## config.mk

```make
export PLATFORM = sky130hd
export DESIGN_NAME = jellyvl_synctimer_lock_ctl
export DESIGN_NICKNAME = d
export VERILOG_FILES = /design/src/rtl/jellyvl_synctimer_lock_ctl.sv
export SDC_FILE = /design/constraint.sdc
export NUM_CORES = 1
export LEC_CHECK = 0
export BUFFER_PORTS_ARGS = -buffer_cell sky130_fd_sc_hd__buf_2
export CAP_MARGIN = 10
export CORE_MARGIN = 3
export CORE_UTILIZATION = 58
export DETAILED_ROUTE_END_ITERATION = 6
export PLACE_DENSITY = 0.82
export SYNTH_ARGS = -nofsm -noshare
export SYNTH_HDL_FRONTEND = slang
export SYNTH_SLANG_ARGS = --single-unit
export TNS_END_PERCENT = 30
```

## constraint.sdc

```tcl
create_clock -name clk -period 9.8 [get_ports clk]
set_input_delay 1.47 -clock clk [delete_from_list [all_inputs] [get_ports clk]]
set_output_delay 1.47 -clock clk [all_outputs]
set_load 0.005 [all_outputs]
```

## src/rtl/jellyvl_synctimer_lock_ctl.sv

```systemverilog
// Lock/holdover sequencing controller for the synctimer adjust datapath.
// Measures phase error of each received master timestamp and issues override/normal corrections.
module jellyvl_synctimer_lock_ctl #(
    parameter int TIMER_WIDTH   = 64,
    parameter int ERROR_WIDTH   = 32,
    parameter int LOCK_COUNT    = 4,
    parameter int TIMEOUT_WIDTH = 32
) (
    input  logic                     reset,
    input  logic                     clk,
    input  logic                     enable,
    input  logic [ERROR_WIDTH-1:0]   param_unlock_threshold,
    input  logic [ERROR_WIDTH-1:0]   param_lock_threshold,
    input  logic [TIMEOUT_WIDTH-1:0] param_timeout,
    input  logic [TIMER_WIDTH-1:0]   param_time_comp,
    input  logic [TIMER_WIDTH-1:0]   local_time,
    input  logic [TIMER_WIDTH-1:0]   s_time,
    input  logic                     s_valid,
    output logic [TIMER_WIDTH-1:0]   correct_time,
    output logic                     correct_override,
    output logic                     correct_valid,
    output logic [2:0]               status_state,
    output logic                     status_locked,
    output logic [ERROR_WIDTH-1:0]   status_error
);

    localparam int CNT_W = $clog2(LOCK_COUNT + 1);

    localparam logic [ERROR_WIDTH-1:0] ERR_MAX = {1'b0, {(ERROR_WIDTH-1){1'b1}}};
    localparam logic [ERROR_WIDTH-1:0] ERR_MIN = {1'b1, {(ERROR_WIDTH-1){1'b0}}};

    typedef enum logic [2:0] {
        ST_IDLE     = 3'd0,
        ST_TRACK    = 3'd1,
        ST_LOCKED   = 3'd2,
        ST_HOLDOVER = 3'd3
    } state_t;

    // Clamp a wrapped timer difference (read as signed) into the error range.
    function automatic logic [ERROR_WIDTH-1:0] sat_error(input logic [TIMER_WIDTH-1:0] diff);
        logic [TIMER_WIDTH-ERROR_WIDTH:0] hi;
        hi = diff[TIMER_WIDTH-1:ERROR_WIDTH-1];
        if ((&hi) || (~|hi)) begin
            sat_error = diff[ERROR_WIDTH-1:0];
        end else if (diff[TIMER_WIDTH-1]) begin
            sat_error = ERR_MIN;
        end else begin
            sat_error = ERR_MAX;
        end
    endfunction

    // Magnitude of a signed error; the most-negative value maps to the largest positive one.
    function automatic logic [ERROR_WIDTH-1:0] abs_error(input logic [ERROR_WIDTH-1:0] err);
        if (err == ERR_MIN) begin
            abs_error = ERR_MAX;
        end else if (err[ERROR_WIDTH-1]) begin
            abs_error = ERR_MAX - err + {{(ERROR_WIDTH-1){1'b0}}, 1'b1} - ERR_MIN;
        end else begin
            abs_error = err;
        end
    endfunction

    logic [TIMER_WIDTH-1:0]   w_diff;
    logic [ERROR_WIDTH-1:0]   w_err;
    logic [ERROR_WIDTH-1:0]   w_abs;

    logic                     r_a_valid;
    logic [ERROR_WIDTH-1:0]   r_a_err;
    logic [ERROR_WIDTH-1:0]   r_a_abs;
    logic [TIMER_WIDTH-1:0]   r_a_time;

    logic [TIMEOUT_WIDTH-1:0] r_to_cnt;
    logic [TIMEOUT_WIDTH-1:0] w_to_cnt_next;
    logic                     w_timeout_hit;

    state_t                   r_state;
    state_t                   w_state_next;
    logic [CNT_W-1:0]         r_good_cnt;
    logic [CNT_W-1:0]         w_good_next;
    logic [CNT_W-1:0]         w_good_inc;
    logic                     w_issue;
    logic                     w_override;
    logic                     w_big;
    logic                     w_good;

    assign w_diff = s_time - local_time;
    assign w_err  = sat_error(w_diff);
    assign w_abs  = abs_error(w_err);

    // Stage A: capture error, magnitude and compensated timestamp of each accepted sample.
    always_ff @(posedge clk or posedge reset) begin
        if (reset) begin
            r_a_valid <= 1'b0;
            r_a_err   <= {ERROR_WIDTH{1'b0}};
            r_a_abs   <= {ERROR_WIDTH{1'b0}};
            r_a_time  <= {TIMER_WIDTH{1'b0}};
        end else if (!enable) begin
            r_a_valid <= 1'b0;
        end else begin
            r_a_valid <= s_valid;
            if (s_valid) begin
                r_a_err  <= w_err;
                r_a_abs  <= w_abs;
                r_a_time <= s_time + param_time_comp;
            end
        end
    end

    // Cycles since the last sample, saturating; the hit uses the value the counter is about to take.
    always_comb begin
        w_to_cnt_next = r_to_cnt;
        w_timeout_hit = 1'b0;
        if (s_valid) begin
            w_to_cnt_next = {TIMEOUT_WIDTH{1'b0}};
        end else if (&r_to_cnt) begin
            w_to_cnt_next = r_to_cnt;
        end else begin
            w_to_cnt_next = r_to_cnt + {{(TIMEOUT_WIDTH-1){1'b0}}, 1'b1};
        end
        if (!s_valid && (param_timeout != {TIMEOUT_WIDTH{1'b0}}) && (w_to_cnt_next == param_timeout)) begin
            w_timeout_hit = 1'b1;
        end else begin
            w_timeout_hit = 1'b0;
        end
    end

    // Timeout counter register.
    always_ff @(posedge clk or posedge reset) begin
        if (reset) begin
            r_to_cnt <= {TIMEOUT_WIDTH{1'b0}};
        end else if (!enable) begin
            r_to_cnt <= {TIMEOUT_WIDTH{1'b0}};
        end else begin
            r_to_cnt <= w_to_cnt_next;
        end
    end

    assign w_big      = (r_a_abs > param_unlock_threshold);
    assign w_good     = (r_a_abs <= param_lock_threshold);
    assign w_good_inc = r_good_cnt + {{(CNT_W-1){1'b0}}, 1'b1};

    // Stage B decision; a processed sample always takes priority over a coincident timeout.
    always_comb begin
        w_state_next = r_state;
        w_good_next  = r_good_cnt;
        w_issue      = 1'b0;
        w_override   = 1'b0;
        if (!enable) begin
            w_state_next = ST_IDLE;
            w_good_next  = {CNT_W{1'b0}};
        end else if (r_a_valid) begin
            w_issue = 1'b1;
            case (r_state)
                ST_IDLE: begin
                    w_override   = 1'b1;
                    w_good_next  = {CNT_W{1'b0}};
                    w_state_next = ST_TRACK;
                end
                ST_TRACK: begin
                    if (w_big) begin
                        w_override  = 1'b1;
                        w_good_next = {CNT_W{1'b0}};
                    end else if (w_good) begin
                        w_good_next = w_good_inc;
                        if (w_good_inc >= CNT_W'(LOCK_COUNT)) begin
                            w_state_next = ST_LOCKED;
                        end else begin
                            w_state_next = ST_TRACK;
                        end
                    end else begin
                        w_good_next = {CNT_W{1'b0}};
                    end
                end
                ST_LOCKED: begin
                    if (w_big) begin
                        w_override   = 1'b1;
                        w_good_next  = {CNT_W{1'b0}};
                        w_state_next = ST_TRACK;
                    end else if (!w_good) begin
                        w_good_next  = {CNT_W{1'b0}};
                        w_state_next = ST_TRACK;
                    end else begin
                        w_state_next = ST_LOCKED;
                    end
                end
                ST_HOLDOVER: begin
                    w_override   = w_big;
                    w_good_next  = {CNT_W{1'b0}};
                    w_state_next = ST_TRACK;
                end
                default: begin
                    w_issue      = 1'b0;
                    w_good_next  = {CNT_W{1'b0}};
                    w_state_next = ST_IDLE;
                end
            endcase
        end else if (w_timeout_hit && ((r_state == ST_TRACK) || (r_state == ST_LOCKED))) begin
            w_state_next = ST_HOLDOVER;
            w_good_next  = {CNT_W{1'b0}};
        end else begin
            w_state_next = r_state;
            w_good_next  = r_good_cnt;
        end
    end

    // FSM state and good-sample counter.
    always_ff @(posedge clk or posedge reset) begin
        if (reset) begin
            r_state    <= ST_IDLE;
            r_good_cnt <= {CNT_W{1'b0}};
        end else begin
            r_state    <= w_state_next;
            r_good_cnt <= w_good_next;
        end
    end

    // Registered correction command and status outputs.
    always_ff @(posedge clk or posedge reset) begin
        if (reset) begin
            correct_valid    <= 1'b0;
            correct_override <= 1'b0;
            correct_time     <= {TIMER_WIDTH{1'b0}};
            status_locked    <= 1'b0;
            status_error     <= {ERROR_WIDTH{1'b0}};
        end else begin
            correct_valid    <= w_issue;
            correct_override <= w_issue & w_override;
            status_locked    <= (w_state_next == ST_LOCKED);
            if (w_issue) begin
                correct_time <= r_a_time;
                status_error <= r_a_err;
            end
        end
    end

    assign status_state = r_state;

endmodule

```

# Yosys cells after proc, flatten, opt, wreduce, memory -nomap -nowiden
# Index checks and enable logic that the tools add are counted.
[totals] regBits=266 output_inout_bits=102 elab_cells=81
[op_classes] n_bitwise=1 muxes=33 reduce_logical=17 eq_ne=8 add_sub_neg=7 order_cmp=3
[op_table] operator="2-to-1 mux 32 bit" count=7
[op_table] operator="adder 32 x 1 -> 32 bit (second input constant)" count=2
[op_table] operator="adder 64 bit" count=1
[op_table] operator="subtractor 64 bit" count=1
[op_table] operator="2-to-1 mux 3 bit" count=12
[op_table] operator="AND reduction 33 bit" count=1
[op_table] operator="OR reduction 33 bit" count=1
[op_table] operator="equality test 32 bit" count=1
[op_table] operator="equality test 32 bit (second input constant)" count=1
[op_table] operator="greater-than comparator 32 bit" count=1
[op_table] operator="<= comparator 32 bit" count=1
[op_table] operator="AND reduction 32 bit" count=1
[op_table] operator="nonzero test 32 bit" count=1
[op_table] operator="subtractor 31 x 32 -> 32 bit (first input constant)" count=1
[op_table] operator="subtractor 32 bit (second input constant)" count=1
[op_table] operator="equality test 3 x 2 -> 1 bit (second input constant)" count=3
[op_table] operator="case mux 3 bit (3 select lines)" count=1
[op_table] operator="2-to-1 mux 1 bit" count=8
[op_table] operator="2-to-1 mux 2 bit" count=3
[op_table] operator="case mux 3 bit (2 select lines)" count=1
[op_table] operator="inequality test 5 bit (second input constant)" count=1
[op_table] operator="AND reduction 2 bit" count=2
[op_table] operator="OR reduction 2 bit" count=2
[op_table] operator="OR reduction 4 bit" count=1
[op_table] operator="other kinds (10)" count=14

# Logic depth before layout (Yosys ltp)
[logic_depth] depth_word=11 mapped_depth=25 mapped_depth_nobuf=23

# Worst setup path before layout
# OpenSTA, ideal clock, no wires.
[synth_timing] kind="input -> register" startpoint="input port s_time[0]" endpoint="register r_a_abs[20]" t_required_ns=9.672 arrival_time_ns=6.945 setup_ns=0.128 stages=23 path_buffers=2 path_slack_ns=2.727 path_cell_list="inv_1 ha_1 fa_1 nand2b_1 a21oi_1 o211ai_1 a2111oi_1 a211oi_1 xnor2_1 nand3_1 or4_1 or4_4 or4_1 o41ai_1 clkbuf_1 a21o_1 ha_1 clkbuf_1 o41ai_1 or3b_1 o21bai_1 o32ai_1 a21oi_1"
[synth_between] elab_chain_cells=10 elab_cells_between_ends=13 classes_between="add/sub (4); eq/ne (1); mux (4); reduce/logical (4)"
[synth_lines] item="start: declaration" line="17" rtl="input logic [TIMER_WIDTH-1:0] s_time,"
[synth_lines] item="subtractor 64 bit *" line="86" rtl="assign w_diff = s_time - local_time;"
[synth_lines] item="OR reduction 33 bit" line="43" rtl="if ((&hi) || (~|hi)) begin"
[synth_lines] item="logical NOT 1 bit" line="43"
[synth_lines] item="logical OR 1 bit" line="43"
[synth_lines] item="2-to-1 mux 32 bit *" line="43"
[synth_lines] item="subtractor 31 x 32 -> 32 bit" line="57" rtl="abs_error = ERR_MAX - err + {{(ERROR_WIDTH-1){1'b0}}, 1'b1} - ERR_MIN;"
[synth_lines] item="adder 32 x 1 -> 32 bit" line="57"
[synth_lines] item="subtractor 32 bit" line="57"
[synth_lines] item="2-to-1 mux 32 bit" line="56" rtl="end else if (err[ERROR_WIDTH-1]) begin"
[synth_lines] item="2-to-1 mux 32 bit *" line="54" rtl="if (err == ERR_MIN) begin"
[synth_lines] item="end signal: assignment" line="95" rtl="r_a_abs <= {ERROR_WIDTH{1'b0}};"
[synth_lines] item="end signal: assignment" line="103" rtl="r_a_abs <= w_abs;"
[synth_lines] item="end: declaration" line="69" rtl="logic [ERROR_WIDTH-1:0] r_a_abs;"
# Every way passes the cells marked *; elsewhere a longest branch is shown, timed or not.
# A chain may end at the register's enable or synchronous reset.

# Worst setup path in the final report
[layout_timing] startpoint="input port local_time[1]" endpoint="register r_a_abs[20]"
[layout_between] elab_chain_cells=10 elab_cells_between_ends=13 classes_between="add/sub (4); eq/ne (1); mux (4); reduce/logical (4)"
[layout_lines] item="start: declaration" line="16" rtl="input logic [TIMER_WIDTH-1:0] local_time,"
[layout_lines] item="subtractor 64 bit *" line="86"
[layout_lines] item="OR reduction 33 bit" line="43"
[layout_lines] item="logical NOT 1 bit" line="43"
[layout_lines] item="logical OR 1 bit" line="43"
[layout_lines] item="2-to-1 mux 32 bit *" line="43"
[layout_lines] item="subtractor 31 x 32 -> 32 bit" line="57"
[layout_lines] item="adder 32 x 1 -> 32 bit" line="57"
[layout_lines] item="subtractor 32 bit" line="57"
[layout_lines] item="2-to-1 mux 32 bit" line="56"
[layout_lines] item="2-to-1 mux 32 bit *" line="54"
# Marked as above.

==> impl_metrics.json <==
{
  "min_period_over_period_pct": 79.4,
  "wl_per_cell_um": 21.0,
  "synth_edf_count": 0,
  "reg2reg_to": "r_good_cnt[0]",
  "sw_frac_of_total_pct": 37.8,
  "synth_cell_types": 99,
  "status": "completed",
  "numCtsBuffers": 30,
  "pin_count": 394,
  "fill_cells": 3078,
  "clkPwrFrac_pct": 28.8,
  "dpl_cell_area_mm2": 0.0250,
  "grtUsageTotal_pct": 36.7,
  "min_period_ns": 7.79,
  "yosysWarnings": 0,
  "dp_hpwl_um": 61400,
  "seq_area_frac_synth_pct": 29.3,
  "post-place-cells": 3736,
  "design_area_mm2": 0.0260,
  "synth_ff_type": "dfrtp_1",
  "row_count": 71,
  "synth_largest_area_cell": "dfrtp_1",
  "crit_type": "primary input to flop",
  "setup_viol": 0,
  "cts_buffer_depth": 3,
  "grt_max_degree": 139,
  "avgSynthCellArea_um2": 7.74,
  "crit_required_ns": 10.25,
  "synth_nets": 3419,
  "seqPwrFrac_pct": 35.0,
  "netlist_area_mm2": 0.0227,
  "fp.coreArea_mm2": 0.0381,
  "pre_cts_ws_ns": 1.59,
  "cts_hold_buf": 0,
  "clk-insertion-delay-late_ns": 0.59,
  "cts_tree": "yes",
  "grt_setup_unrepaired": "false",
  "regToRegSetupSlack_ns": 4.54,
  "floorplan.initialDensity_pct": 59.5,
  "first_global_vias": 23300,
  "cp-startpoint": "local_time[1]",
  "clock-sinks": 266,
  "postCtsSetupBuffers": 0,
  "slowest_stage": "a2111oi_2",
  "hold_violations": 0,
  "grt_overflow": 0,
  "r2r_start": "r_to_cnt[0]",
  "cts_resized": 0,
  "remaining_drc_errors": 0,
  "dieArea_mm2": 0.0415,
  "worstSetupEndpointType": "flop",
  "max-vdd-ir-drop_mv": 0.156,
  "drt_wl_total_um": 79400,
  "fmax_mhz": 128,
  "cp.depth": 23,
  "die_w_um": 204,
  "drive_gt1_share_pct": 15.8,
  "synthTopCellsByArea": "dfrtp_1, ha_1, nand2_1, a21oi_1, o21ai_0",
  "critPathArrivalTime_ns": 8.24,
  "worstHoldPathType": "flop to flop",
  "ff2ff_path_depth": 16,
  "antenna_found_initial": 1,
  "mostFrequentLayoutCell": "nand2_1",
  "synth-seq-cells": 266,
  "cp-start-kind": "primary input",
  "n_antenna_cell": 0,
  "drt_iter0_drc": 2393,
  "final_core_util_pct": 68.4,
  "power_frac_comb_pct": 36.2,
  "clk_pin_slew_ns": 0.07,
  "clock_skew_ns": 0.0144,
  "finalNetCount": 3745,
  "worstPathCellList": "buf_2 > inv_1 > ha_1 > nor2b_1 > o31ai_1 > o211ai_1 > a2111oi_2 > o21ba_4 > o41ai_4 > xnor2_1 > nand4_1 > or4_1 > nor4_1 > nand4_1 > o21ai_1 > nand2_1 > o21ai_0 > ha_1 > o41ai_1 > or3b_1 > o21bai_1 > o32ai_1 > a21oi_1",
  "die_y_um": 204,
  "grt_pass1_wl_um": 124000,
  "vias": 24300,
  "tightest_slew_ns": 1.13,
  "final_cell_mix": "nand2_1, buf_2, dfrtp_1",
  "synthArstFlopShare_pct": 100,
  "ant_nets": 0,
  "setup_slack_ns": 2.01,
  "cp.buffers_inverters": 2,
  "leakage_nw": 12.8,
  "maxCapViolCount": 0,
  "drt-pass1-iter-count": 6,
  "syn_to_final_growth_pct": 14.8,
  "cp_max_fo": 10,
  "power_density_mw_per_mm2": 159,
  "power.switching_mw": 1.57,
  "portBuffers": 393,
  "routabilityCongestion": 1.06,
  "htreeDepth": 1,
  "timing.setup.tns_ns": 0,
  "syn_inst": 2931,
  "critPathCapture": "r_a_abs[20]",
  "final_cells": 3789,
  "slowest_delay_ns": 0.83,
  "cts_root_buffer": "clkbuf_16",
  "drv_slew": 0,
  "crit_family": "compound AO/OA/AOI/OAI gates",
  "relSlewSlack_pct": 24.2,
  "viasPerCell": 6.40,
  "synth_top_area_share_pct": 29.3,
  "p_int_mw": 2.58
}
worst min-delay path by stage:
| stage | start | end | slack, ns | cells past startpoint |
|---|---|---|---|---|
| after floorplan | r_a_time[0] | correct_time[0] | 0.44 | 2 |
| after global placement | r_a_err[10] | status_error[10] | 0.45 | 2 |
| after detailed placement | r_a_time[9] | correct_time[9] | 0.45 | 2 |
| after CTS | r_a_time[17] | correct_time[17] | 0.46 | 2 |
| after global routing | r_a_time[17] | correct_time[17] | 0.49 | 2 |
| final | r_a_time[9] | correct_time[9] | 0.47 | 2 |
Yosys cell counts (8+ instances only):
library cell and n:
a211o_1 9, a211oi_1 27, a21o_1 77, a21oi_1 237, a311oi_1 10, a31o_2 10
a31oi_1 29, a41oi_1 8, and2_1 29, and3_1 33, and4_1 15, buf_2 25
clkbuf_1 82, dfrtp_1 266, ha_1 194, inv_1 174, nand2_1 552, nand2b_1 28
nand3_1 56, nand4_1 69, nor2_1 187, nor2b_1 27, nor3_1 50, nor3b_1 15
nor4_1 24, o211ai_1 30, o21a_1 39, o21ai_0 204, o21ai_1 11, o21bai_1 21
o22ai_1 9, o31ai_1 18, o32ai_1 10, or2_2 12, or3_1 23, or4_1 12
xnor2_1 90, xor2_1 69
state kept, by name, indices dropped and copies added (netlist names):
| signal | cells |
|---|---|
| correct_valid | 1 |
| r_a_abs | 32 |
| status_state | 3 |
| r_to_cnt | 32 |
| r_a_err | 32 |
| status_error | 32 |
| r_good_cnt | 3 |
| correct_override | 1 |
| status_locked | 1 |
| correct_time | 64 |
| r_a_time | 64 |
| r_a_valid | 1 |
logic make-up after synthesis:
logic type | Yosys count | share of synthesized area (%)
AOI/OAI and AO/OA | 843 | 23.9
xor gates and xnor gates | 160 | 6.24
adders and majority gates | 196 | 10.9
buffers and inverters | 296 | 5.11
DFF | 266 | 29.3
muxes | 8 | 0.414
and+or+nand+nor | 1162 | 24.2
metal layers:
| metal | wire, µm | share of wire (%) | global-route usage (%) | vias up |
|---|---|---|---|---|
| li1 | - | - | - | 11100 |
| met1 | 32500 | 41 | 49.3 | 11600 |
| met2 | 37000 | 47 | 61.4 | 1385 |
| met3 | 6860 | 8.6 | 5.19 | 205 |
| met4 | 2940 | 3.7 | 11.9 | 2 |
| met5 | 12 | 0.015 | 0 | - |
layout make-up:
type | count | area [µm²] | share of cell area [%]
Multi-Input combinational cell | 2369 | 14900 | 57.2
Sequential cell | 266 | 6660 | 25.6
Timing Repair Buffer | 413 | 2120 | 8.13
Clock buffer | 40 | 868 | 3.33
Inverter | 177 | 673 | 2.58
Tap cell | 511 | 639 | 2.45
Clock inverter | 13 | 184 | 0.706
worst reg2reg max path: cells and delay by family (launching register included):
family / cells / cell delay, ns
simple gates: 7 / 2.26
compound gates: 5 / 1.31
fa+ha+maj: 1 / 0.20
flops: 1 / 0.39
mux: 3 / 0.96
per-stage QoR:
stage,total power [mW],hold WS (ns)
6_report,4.15,0.466
5_1_grt,4.36,0.486
4_1_cts,4.12,0.462
3_5_place_dp,2.92,0.447
3_3_place_gp,2.88,0.446
2_1_floorplan,2.37,0.439
power by group through the flow:
| stage | Clock (mW) | Sequential (mW) | Combinational (mW) |
|---|---|---|---|
| finish | 1.19 | 1.45 | 1.50 |
| CTS | 1.20 | 1.45 | 1.48 |
| detailed placement | 0 | 1.46 | 1.46 |
| global placement | 0 | 1.45 | 1.42 |
| global route | 1.25 | 1.47 | 1.65 |
| floorplan | 0 | 1.43 | 0.936 |
No activity file was read; power rests on OpenSTA's default activity.
